`config.mk`:
```
export PLATFORM = sky130hd
export DESIGN_NAME = decode_stage
export DESIGN_NICKNAME = d
export VERILOG_FILES = /design/src/rtl/decode_types.sv /design/src/rtl/instr_decoder.sv /design/src/rtl/decode_stage.sv
export SDC_FILE = /design/constraint.sdc
export NUM_CORES = 1
export LEC_CHECK = 0
export ABC_AREA = 1
export CELL_PAD_IN_SITES_DETAIL_PLACEMENT = 1
export CELL_PAD_IN_SITES_GLOBAL_PLACEMENT = 1
export CORE_AREA = 2 2 193 195
export CTS_CLUSTER_DIAMETER = 100
export CTS_CLUSTER_SIZE = 25
export DETAILED_ROUTE_END_ITERATION = 12
export DIE_AREA = 0 0 195 197
export PLACE_DENSITY = 0.8
export SYNTH_ARGS = -nofsm -noshare
export SYNTH_HDL_FRONTEND = slang
export SYNTH_SLANG_ARGS = --single-unit
```
`constraint.sdc`:
```
create_clock -name clk -period 2.2 [get_ports clk]
set_clock_uncertainty 0.05 [all_clocks]
set_input_delay 0.44 -clock clk [delete_from_list [all_inputs] [get_ports clk]]
set_output_delay 0.44 -clock clk [all_outputs]
set_load 0.02 [all_outputs]
```
`src/rtl/decode_types.sv`:
```
// rtl/decode_types.sv - opcode and trap-cause constants shared by the decode stage
//
// Package decode_types
//   OP_*                 : major opcode values, i.e. instruction bits [6:2]
//   TRAP_ILLEGAL_INSTR   : trap cause reported for an illegal instruction
package decode_types;

  localparam logic [4:0] OP_LOAD     = 5'b00000;
  localparam logic [4:0] OP_MISC_MEM = 5'b00011;
  localparam logic [4:0] OP_OP_IMM   = 5'b00100;
  localparam logic [4:0] OP_AUIPC    = 5'b00101;
  localparam logic [4:0] OP_STORE    = 5'b01000;
  localparam logic [4:0] OP_OP       = 5'b01100;
  localparam logic [4:0] OP_LUI      = 5'b01101;
  localparam logic [4:0] OP_BRANCH   = 5'b11000;
  localparam logic [4:0] OP_JALR     = 5'b11001;
  localparam logic [4:0] OP_JAL      = 5'b11011;
  localparam logic [4:0] OP_SYSTEM   = 5'b11100;

  localparam logic [3:0] TRAP_ILLEGAL_INSTR = 4'd2;

endpackage

```
`src/rtl/instr_decoder.sv`:
```
// rtl/instr_decoder.sv - combinational field, immediate and class extraction
//
// Ports
//   instr          in   raw instruction word
//   opcode..funct7 out  instruction fields
//   *_imm          out  raw (not sign-extended) immediate bit groups
//   is_compressed  out  low two bits are not 2'b11
//   is_jump        out  BRANCH, JAL or JALR
//   is_reg_write   out  instruction class writes rd (not masked by exceptions)
//   illegal        out  compressed or unknown opcode
`ifndef ILEN
`define ILEN 32
`endif

module instr_decoder
  import decode_types::*;
(
  input  logic [`ILEN-1:0] instr,
  output logic [4:0]       opcode,
  output logic [4:0]       rd,
  output logic [2:0]       funct3,
  output logic [4:0]       rs1,
  output logic [4:0]       rs2,
  output logic [6:0]       funct7,
  output logic [11:0]      i_imm,
  output logic [11:0]      s_imm,
  output logic [11:0]      b_imm,
  output logic [19:0]      u_imm,
  output logic [19:0]      j_imm,
  output logic             is_compressed,
  output logic             is_jump,
  output logic             is_reg_write,
  output logic             illegal
);

  logic legal_op;

  assign opcode = instr[6:2];
  assign rd     = instr[11:7];
  assign funct3 = instr[14:12];
  assign rs1    = instr[19:15];
  assign rs2    = instr[24:20];
  assign funct7 = instr[31:25];

  assign i_imm = instr[31:20];
  assign s_imm = {instr[31:25], instr[11:7]};
  assign b_imm = {instr[31], instr[7], instr[30:25], instr[11:8]};
  assign u_imm = instr[31:12];
  assign j_imm = {instr[31], instr[19:12], instr[20], instr[30:21]};

  assign is_compressed = (instr[1:0] != 2'b11);

  always_comb begin
    legal_op     = 1'b0;
    is_jump      = 1'b0;
    is_reg_write = 1'b0;
    case (opcode)
      OP_LOAD, OP_OP_IMM, OP_AUIPC, OP_OP, OP_LUI: begin
        legal_op     = 1'b1;
        is_reg_write = 1'b1;
      end
      OP_MISC_MEM, OP_STORE: begin
        legal_op = 1'b1;
      end
      OP_BRANCH: begin
        legal_op = 1'b1;
        is_jump  = 1'b1;
      end
      OP_JAL, OP_JALR: begin
        legal_op     = 1'b1;
        is_jump      = 1'b1;
        is_reg_write = 1'b1;
      end
      OP_SYSTEM: begin
        legal_op = 1'b1;
        // ECALL/EBREAK/xRET have funct3 == 0; CSR accesses write rd
        is_reg_write = (funct3 != 3'd0);
      end
      default: begin
        legal_op = 1'b0;
      end
    endcase
  end

  // Compressed encodings decode as illegal
  assign illegal = is_compressed || !legal_op;

endmodule

```
`src/rtl/decode_stage.sv`:
```
// rtl/decode_stage.sv - decode pipeline register between fetch and exec
//
// Ports
//   clk, rst                          clock, asynchronous active-low reset
//   prev_stalled / stall_prev         handshake with fetch
//   fetch_*                           incoming instruction, addresses, fetch fault
//   next_stall / stall_next           handshake with exec
//   exec_pipeline_flush               flush request from exec
//   rf_rs1_sel/rf_rs2_sel, rf_rs*_data register-file read port (combinational)
//   wb_valid, wb_sel, wb_data         register-file write port, used for bypass
//   decode_*, fields, immediates      registered outputs to exec
`ifndef XLEN
`define XLEN 32
`endif
`ifndef ILEN
`define ILEN 32
`endif
`ifndef ALEN
`define ALEN 32
`endif

module decode_stage
  import decode_types::*;
(
  input  logic              clk,
  input  logic              rst,
  input  logic              prev_stalled,
  output logic              stall_prev,
  input  logic [`ILEN-1:0]  fetch_instruction,
  input  logic [`ALEN-1:0]  fetch_instruction_addr,
  input  logic [`ALEN-1:0]  fetch_instruction_next_addr,
  input  logic              fetch_exception,
  input  logic [3:0]        fetch_trap_cause,
  input  logic              next_stall,
  input  logic              exec_pipeline_flush,
  output logic [4:0]        rf_rs1_sel,
  output logic [4:0]        rf_rs2_sel,
  input  logic [`XLEN-1:0]  rf_rs1_data,
  input  logic [`XLEN-1:0]  rf_rs2_data,
  input  logic              wb_valid,
  input  logic [4:0]        wb_sel,
  input  logic [`XLEN-1:0]  wb_data,
  output logic              stall_next,
  output logic              decode_exception,
  output logic [3:0]        decode_trap_cause,
  output logic              decode_is_compressed_instr,
  output logic              decode_is_jump,
  output logic              decode_is_reg_write,
  output logic [`ILEN-1:0]  decode_instruction,
  output logic [`ALEN-1:0]  decode_instruction_addr,
  output logic [`ALEN-1:0]  decode_instruction_next_addr,
  output logic [4:0]        opcode,
  output logic [4:0]        rd,
  output logic [2:0]        funct3,
  output logic [4:0]        rs1,
  output logic [4:0]        rs2,
  output logic [6:0]        funct7,
  output logic [`XLEN-1:0]  decode_rs1_data,
  output logic [`XLEN-1:0]  decode_rs2_data,
  output logic [11:0]       i_imm,
  output logic [11:0]       s_imm,
  output logic [11:0]       b_imm,
  output logic [19:0]       u_imm,
  output logic [19:0]       j_imm
);

  logic valid;
  logic accept;

  logic [4:0]  dec_opcode, dec_rd, dec_rs1, dec_rs2;
  logic [2:0]  dec_funct3;
  logic [6:0]  dec_funct7;
  logic [11:0] dec_i_imm, dec_s_imm, dec_b_imm;
  logic [19:0] dec_u_imm, dec_j_imm;
  logic        dec_compressed, dec_jump, dec_reg_write, dec_illegal;
  logic        new_exception;
  logic [3:0]  new_cause;
  logic [`XLEN-1:0] rs1_fwd, rs2_fwd;
  logic        hold_hit1, hold_hit2;

  instr_decoder u_instr_decoder (
    .instr         (fetch_instruction),
    .opcode        (dec_opcode),
    .rd            (dec_rd),
    .funct3        (dec_funct3),
    .rs1           (dec_rs1),
    .rs2           (dec_rs2),
    .funct7        (dec_funct7),
    .i_imm         (dec_i_imm),
    .s_imm         (dec_s_imm),
    .b_imm         (dec_b_imm),
    .u_imm         (dec_u_imm),
    .j_imm         (dec_j_imm),
    .is_compressed (dec_compressed),
    .is_jump       (dec_jump),
    .is_reg_write  (dec_reg_write),
    .illegal       (dec_illegal)
  );

  assign stall_next = !valid;
  assign stall_prev = valid && next_stall;
  assign accept     = !prev_stalled && !stall_prev && !exec_pipeline_flush;

  assign rf_rs1_sel = dec_rs1;
  assign rf_rs2_sel = dec_rs2;

  // Write-through: a write landing in the accept cycle is newer than the RF read
  assign rs1_fwd = (wb_valid && wb_sel == dec_rs1 && dec_rs1 != 5'd0) ? wb_data : rf_rs1_data;
  assign rs2_fwd = (wb_valid && wb_sel == dec_rs2 && dec_rs2 != 5'd0) ? wb_data : rf_rs2_data;

  // A fetch fault outranks anything found while decoding the word
  assign new_exception = fetch_exception || dec_illegal;
  assign new_cause     = fetch_exception ? fetch_trap_cause :
                         (dec_illegal ? TRAP_ILLEGAL_INSTR : 4'd0);

  // While held, the latched sources must follow later writebacks
  assign hold_hit1 = wb_valid && wb_sel == rs1 && rs1 != 5'd0;
  assign hold_hit2 = wb_valid && wb_sel == rs2 && rs2 != 5'd0;

  always_ff @(posedge clk or negedge rst) begin
    if (!rst) begin
      valid                        <= 1'b0;
      decode_exception             <= 1'b0;
      decode_trap_cause            <= 4'd0;
      decode_is_compressed_instr   <= 1'b0;
      decode_is_jump               <= 1'b0;
      decode_is_reg_write          <= 1'b0;
      decode_instruction           <= '0;
      decode_instruction_addr      <= '0;
      decode_instruction_next_addr <= '0;
      opcode                       <= 5'd0;
      rd                           <= 5'd0;
      funct3                       <= 3'd0;
      rs1                          <= 5'd0;
      rs2                          <= 5'd0;
      funct7                       <= 7'd0;
      decode_rs1_data              <= '0;
      decode_rs2_data              <= '0;
      i_imm                        <= 12'd0;
      s_imm                        <= 12'd0;
      b_imm                        <= 12'd0;
      u_imm                        <= 20'd0;
      j_imm                        <= 20'd0;
    end else if (exec_pipeline_flush) begin
      valid            <= 1'b0;
      decode_exception <= 1'b0;
    end else if (accept) begin
      valid                        <= 1'b1;
      decode_exception             <= new_exception;
      decode_trap_cause            <= new_cause;
      decode_is_compressed_instr   <= dec_compressed;
      decode_is_jump               <= dec_jump;
      decode_is_reg_write          <= dec_reg_write && !new_exception;
      decode_instruction           <= fetch_instruction;
      decode_instruction_addr      <= fetch_instruction_addr;
      decode_instruction_next_addr <= fetch_instruction_next_addr;
      opcode                       <= dec_opcode;
      rd                           <= dec_rd;
      funct3                       <= dec_funct3;
      rs1                          <= dec_rs1;
      rs2                          <= dec_rs2;
      funct7                       <= dec_funct7;
      decode_rs1_data              <= rs1_fwd;
      decode_rs2_data              <= rs2_fwd;
      i_imm                        <= dec_i_imm;
      s_imm                        <= dec_s_imm;
      b_imm                        <= dec_b_imm;
      u_imm                        <= dec_u_imm;
      j_imm                        <= dec_j_imm;
    end else if (valid && next_stall) begin
      if (hold_hit1) decode_rs1_data <= wb_data;
      if (hold_hit2) decode_rs2_data <= wb_data;
    end else if (valid) begin
      // consumed by exec with nothing arriving behind it
      valid <= 1'b0;
    end
  end

endmodule

```
==> results.cfg <==
[synth]
synth-main-ff-cell = dfrtp_1
synth.distinct_cells = 26
synthesis.nets = 1346
ys_seq_area_frac = 0.482
synth.cell_area_sq_mm = 0.00877
yosys-top-cells-count = nand2_1 (431), nand3_1 (198), dfrtp_1 (169)
synthTopCellsByArea = dfrtp_1 (48%), nand2_1 (18%), nand3_1 (11%)
yosysWarnings = 0
synth_top_area_cell = dfrtp_1
synthCells = 1138
syn_avg_cell_area_sq_um = 7.70
async_flop_share = 1.00
ys_ff_latch = 169
synth.most_common_cell = nand2_1
synth_top_cell_area_share = 0.482
synth_edf_count = 0

[sta]
worst_pin_slew_ps = 532
finalMaxSlewViolations = 0
finalSetupViolations = 0
rsz0062_at_grt = no
max_freq_mhz = 469
fin_crit_sh = 0.970
hold_ws_ps = 431
hold_viol = 0
fin_crit_ps = 2130
max-slew-margin-rel = 0.646

[drt]
wl_met2_mm = 17.3
wl_met1_mm = 14.4
antenna_left = 0
wl_met3_mm = 2.95
via_per_inst = 4.48
wl_mm = 35.7
routed-via-count = 8984
top_layer = met4
drtIter0Drc = 301
dr.pass1.iters = 4
post_drt_wl_per_cell_um = 17.8
drc_errors = 0

[placement]
placed_cell_area_sq_mm = 0.0137
dp_cells = 1972
place.gp.congestion = 0.831
dp_hpwl_mm = 27.3
io_buffer_count = 493

[finish]
stdcell_count = 2005
areaGrowthSynthToFinish_pct = 62.5
design_area_sq_mm = 0.0142
drive_gt1_frac = 0.0632
nets = 1732

[setup_path]
crit_type = in -> out
start_kind = input pin
r2r_setup_slack_ps = 380
path_max_fanout = 3
worstReg2RegStart = decode_instruction[24]
r2r_end = decode_rs2_data[21]
endpoint_kind = primary output
arrival_ps = 1640
timing.critical_path.from = fetch_instruction[20]
cp_data_required_time_ps = 1710
reg2reg_depth = 9

[grt]
grt_pass1_vias = 9670
grt_first_pass_wirelength_mm = 55.3
antenna_found_initial = 1
grt_use_total = 0.185
grt_max_degree = 66
grt.overflow.total = 0

[hold_path]
hp-class = reg -> reg
min_delay_worst_endpoint = decode_instruction_next_addr[1]
hold_depth = 2
min_from = decode_instruction_next_addr[1]

[floorplan]
io_pins = 494
die_x_um = 195
fp.dieH_um = 197
num_rows = 70
start_util = 0.242
die_area_sq_mm = 0.0384
core_area_sq_mm = 0.0363

[clock_tree]
cts_buffer_depth = 2
clock_sinks = 169
cts_buffers = 17
clkLatencyLatePin_ps = 440
cts_root_buffer = clkbuf_16
cts_tree = built
path_clk_slew_ps = 70
cts-htree-levels = 4

[power]
pwr_density_cell_mw_per_mm2 = 784
cellLeakagePower_nw = 6.82
irDropWorstVdd_mv = 0.554

[job]
cap_violations = 0

[outcome]
status = completed
power by group:
group | internal [W] | switching [W] | leakage (nW)
clock | 0.00158 | 0.00135 | 0.264
combinational | 0.00205 | 0.00218 | 4.48
sequential | 0.00360 | 0.000408 | 2.07
total | 0.00723 | 0.00393 | 6.82
layout by cell type, fill, tap and decap left out:
cell	netlist	final
clkdlybuf4s50_1	0	489
nand2_1	431	431
nand3_1	198	198
dfrtp_1	169	167
inv_1	90	90
buf_4	122	31
o21ai_0	24	24
nor2_1	20	20
clkbuf_16	0	17
buf_12	0	16
inv_2	7	5
nor3_1	5	5
clkbuf_8	0	5
nand2_2	4	4
inv_6	0	4
clkbuf_1	16	3
nor2_2	2	2
xnor2_1	2	2
a21boi_0	2	2
nand4_2	2	2
clkinv_4	0	2
clkinvlp_4	0	2
dfrtp_2	0	2
dlygate4sd2_1	0	2
diode_2	0	1
o21ai_1	1	1
nand4_4	1	1
nand3b_4	1	1
nand2_4	1	1
clkinv_1	1	1
inv_4	0	1
o31ai_1	1	1
or2_2	1	1
a21oi_1	1	1
dlygate4sd3_1	0	1
dlymetal6s2s_1	0	1
area by class of cell:
type	instances	area, sq um
diodes	1	2.50
clock buffers	24	492
clock inverters	7	58.8
fillers	4302	22000
inverters	98	375
multi-input cells	697	3000
flip-flops and latches	169	4230
well taps	468	586
repair buffers	541	5500
how the worst max path moves through the flow:
stage	to	slack, ps	cells past startpoint
2_1_floorplan	decode_rs1_data[23]	650	8
3_3_place_gp	decode_rs2_data[8]	-250	12
3_5_place_dp	decode_rs2_data[6]	-280	12
4_1_cts	decode_instruction[28]	20	1
5_1_grt	j_imm[9]	1	1
6_report	rf_rs2_sel[0]	70	3
stage by stage:
step / setup slack (ps) / TNS, ps / power (W) / util
finish: 66.1 / 0 / 0.0112 / 0.393
CTS: 19.2 / 0 / 0.0113 / 0.393
global route: 0.966 / 0 / 0.0117 / 0.393
detailed placement: -279 / -13890 / 0.00832 / 0.377
floorplan: 651 / 0 / 0.00617 / -
global placement: -245 / -11180 / 0.00822 / 0.377
flip-flops by register name, indices dropped and copies added (netlist names), 4 cells and up:
| name | flops |
|---|---|
| decode_instruction | 32 |
| decode_instruction_addr | 32 |
| decode_instruction_next_addr | 32 |
| decode_rs1_data | 32 |
| decode_rs2_data | 32 |
| decode_trap_cause | 4 |
kinds of logic (layout without fill, tap and decap cells):
kind of cell | Yosys count | after routing | synth area share
other cells | 0 | 1 | 0
simple gates | 666 | 666 | 0.323
xor+xnor | 2 | 2 | 0.00200
compound gates | 29 | 29 | 0.0174
buf+inv | 272 | 670 | 0.175
flops | 169 | 169 | 0.482
worst max-delay path, stage by stage:
cell             delay, ps
clkdlybuf4s50_1        480
buf_4                  120
clkdlybuf4s50_1        600
layer usage:
metal	up-vias	track usage
li1	4193	-
met3	53	0.0613
met5	-	0
met2	382	0.314
met4	0	0.0732
met1	4356	0.217
timing repair:
action,in CTS,in global routing
cloned,0,0
hold buffers,1,0
endpoints found under the hold margin,47,0
endpoints found under the setup margin,6,6
buffers inserted,0,0
resized for setup,3,4
Note: power is estimated with default switching activity, not from simulation.
==> RTL change 1, RTL diff (config.mk and constraints unchanged) <==
`ILEN`: 32 -> 64.
--- a/src/rtl/instr_decoder.sv
+++ b/src/rtl/instr_decoder.sv
@@ -9,7 +9,7 @@
 //   is_reg_write   out  instruction class writes rd (not masked by exceptions)
 //   illegal        out  compressed or unknown opcode
 `ifndef ILEN
-`define ILEN 32
+`define ILEN 64
 `endif
 
 module instr_decoder
Ports: changed (resized decode_instruction and fetch_instruction); port bits go from 494 to 558. The function was not compared with the original's and may differ.
==> RTL change 1 against the unedited design <==
Synthesized area is 15% higher; final cell count grew 12%; largest cell class unchanged; cell area grew 13%; highest routed layer is now met5; power rose by 7.0%; clock power is 10% lower; wire length up 19%; critical path depth fell by 2; first-iteration DRC count increased by 50%; setup slack lost 0.013 ns; register-to-register slack better by 0.05 ns; sequential cell count grew 32; combinational power increased by 9.0%.
==> RTL change 1: results (changes against the unedited design) <==
placed cell area 15600 um^2 (+14%); Worst R2R Setup Slack 0.43 ns (+0.05 ns); layout cells sized above 1 5.54% (-0.78 points); H-tree depth 1 (-3); number of vias per cell 4.56 (+1.7%); GRT Total Usage 21.3% (+2.8 points); met1 GRT Util 24.0% (+2.4 points); CP max stage delay 0.69 ns (+0.09 ns); DP HPWL 32600 um (+19%); Clock transition at path regs 0.10 ns (+0.03 ns); global routing met2 resource utilization 37.5% (+6.1 points); CTS max path bufs 3 (+1); RR Endpoint decode_rs1_data[29]$_DFFE_PN0P_; M1 wire length 16200 um (+12%); Post-CTS Resized 8 (+5); Final Instance Count excl. Fillers 2243 (+12%); Seq/Total Area, Yosys 50.0% (+1.8 points); initial DRC count 452 (+50%); Leak 7.96 nW (+17%); Post-synth top cells nand2_1, dfrtp_1, nand3_1; Crit Path Max Fanout 5 (+2); Critical Path AT 1.66 ns (+0.02 ns); pre-CTS setup slack -0.148 ns (+0.131 ns); top sig layer met5; post-synthesis xor/xnor area fraction 0.349% (+0.15 points); outcome completed; hold_ws 0.429 ns (-0.00181 ns); post-synthesis compound-gate area fraction 1.56% (-0.19 points); clk_lat worst skew 0.48 ns (+0.04 ns); Num CTS Buffers 13 (-4); top cells by area, synth dfrtp_1, nand2_1, buf_4; metal2 WL 21200 um (+23%); worst r2r src valid$_DFFE_PN0P_; type of the worst min-delay path in -> async; CP Launch Point decode_instruction[13]$_DFFE_PN0P_
[RTL change 1: changes by cell type after synthesis, sizes merged, moves of 2 or more]
cell	unedited run	this run
nand2	436	619
nand3	198	137
dfrtp	169	201
inv	97	125
buf	158	164
clkbuf	16	12
nor2	22	19
a21oi	1	3
xnor2	2	4
[RTL change 1: where the power goes]
group          switching [mW]  internal, mW  total [mW]
Clock                    1.45          1.17        2.62
Sequential              0.457          4.25        4.71
Combinational            2.41          2.20        4.61
[RTL change 1: cell type report]
cell class | count | area (um^2)
Multi-Input combinational cell | 817 | 3360
Clock buffer | 14 | 339
Fill cell | 4347 | 20200
Antenna cell | 5 | 12.5
Timing Repair Buffer | 607 | 6160
Tap cell | 468 | 586
Sequential cell | 201 | 5040
Clock inverter | 6 | 61.3
Inverter | 125 | 474
[RTL change 1: cell families after synthesis]
group	after synthesis
AO/OA/AOI/OAI	30
XOR/XNOR	4
buffers and inverters	301
flip-flops	201
AND/OR/NAND/NOR	783
==> RTL change 2, RTL diff (config.mk and constraints unchanged) <==
Without the edit above. Make the reset (`rst`) synchronous in one clocked block. Comments in the files are not updated.
--- a/src/rtl/decode_stage.sv
+++ b/src/rtl/decode_stage.sv
@@ -117,7 +117,7 @@
   assign hold_hit1 = wb_valid && wb_sel == rs1 && rs1 != 5'd0;
   assign hold_hit2 = wb_valid && wb_sel == rs2 && rs2 != 5'd0;
 
-  always_ff @(posedge clk or negedge rst) begin
+  always_ff @(posedge clk) begin
     if (!rst) begin
       valid                        <= 1'b0;
       decode_exception             <= 1'b0;
Formal check against the unedited RTL: differs if rst is asserted again (counterexample within 4 cycles, from zero or initial values and one cycle with rst low); with rst held inactive, the same outputs for 4 cycles.
==> RTL change 2 against the unedited design <==
Non-clock buffer count decreased by 9; combinational power fell by 47%; global-route usage shrank 0.37 points; setup slack worse by 0.036 ns; cell area down 1.5%; clock power grew 11%; final cell count rose by 9.8%; sequential power decreased by 16%; power is 20% lower; sequential cell count stayed put; synthesized area hardly changed; wire length barely moved; largest cell class unchanged.
==> RTL change 2: results (changes against the unedited design) <==
Critical Path AT 1.68 ns (+0.04 ns); layout cells sized above 1 5.31% (-1.0 points); n_diodes 0 (-1); switching share of power 31.5% (-3.7 points); initial antenna violation count 0 (-1); inverters 148 (+51%); post-route cell area 14000 um^2 (-1.5%); Least-Margin Pin Slew 0.518 ns (-0.0140 ns); Final Instance Count excl. Fillers 2201 (+9.8%); post-synthesis xor/xnor area fraction 0.400% (+0.20 points); Non-CTS buffers 532 (-1.7%); combinational fraction of design power 25.3% (-13 points); multi-input logic portion of the cell area 25.0% (+4.0 points); first-pass GRT wire length 54200 um (-1.9%); Multi-In Gates 852 (+22%); Synth Instances 1352 (+19%); CP max stage delay 0.65 ns (+0.05 ns); vias after detailed routing 9500 (+5.7%); gpl congestion 0.840 (+1.1%); nets@finish 1928 (+11%); Seq/Total Area, Yosys 38.6% (-9.6 points); outcome completed; Unique masters post-synth 29 (+12%); share of flip-flops with an asynchronous set or reset 0% (-100 points); largest net degree at the start of global routing 107 (+62%)
## RTL change 2: repair_timing
item / 4_1_cts / 5_1_grt
gates resized for setup: 3 / 2
endpoints found under the hold margin: 0 / 0
setup endpoints to repair: 7 / 6
pin swaps: 0 / 0
## RTL change 2: per-layer routing
metal | vias up | global-route usage, %
met1 | 4459 | 20.0
li1 | 4665 | -
met4 | 0 | 8.43
met2 | 309 | 33.4
met3 | 67 | 3.73
met5 | - | 0
## RTL change 2: final timing paths
check | end | slack (ns) | cells after the start | start
worst max-delay path | rf_rs1_sel[0] | 0.03 | 2 | fetch_instruction[15]
worst min register to register | decode_exception$_SDFFE_PP0P_ | 0.42 | 2 | decode_exception$_SDFFE_PP0P_
worst max register to register | decode_rs2_data[6]$_SDFFE_PN0P_ | 0.35 | 10 | decode_instruction[23]$_SDFFE_PN0P_
worst min-delay path | decode_trap_cause[2]$_SDFFE_PN0P_ | 0.30 | 3 | rst
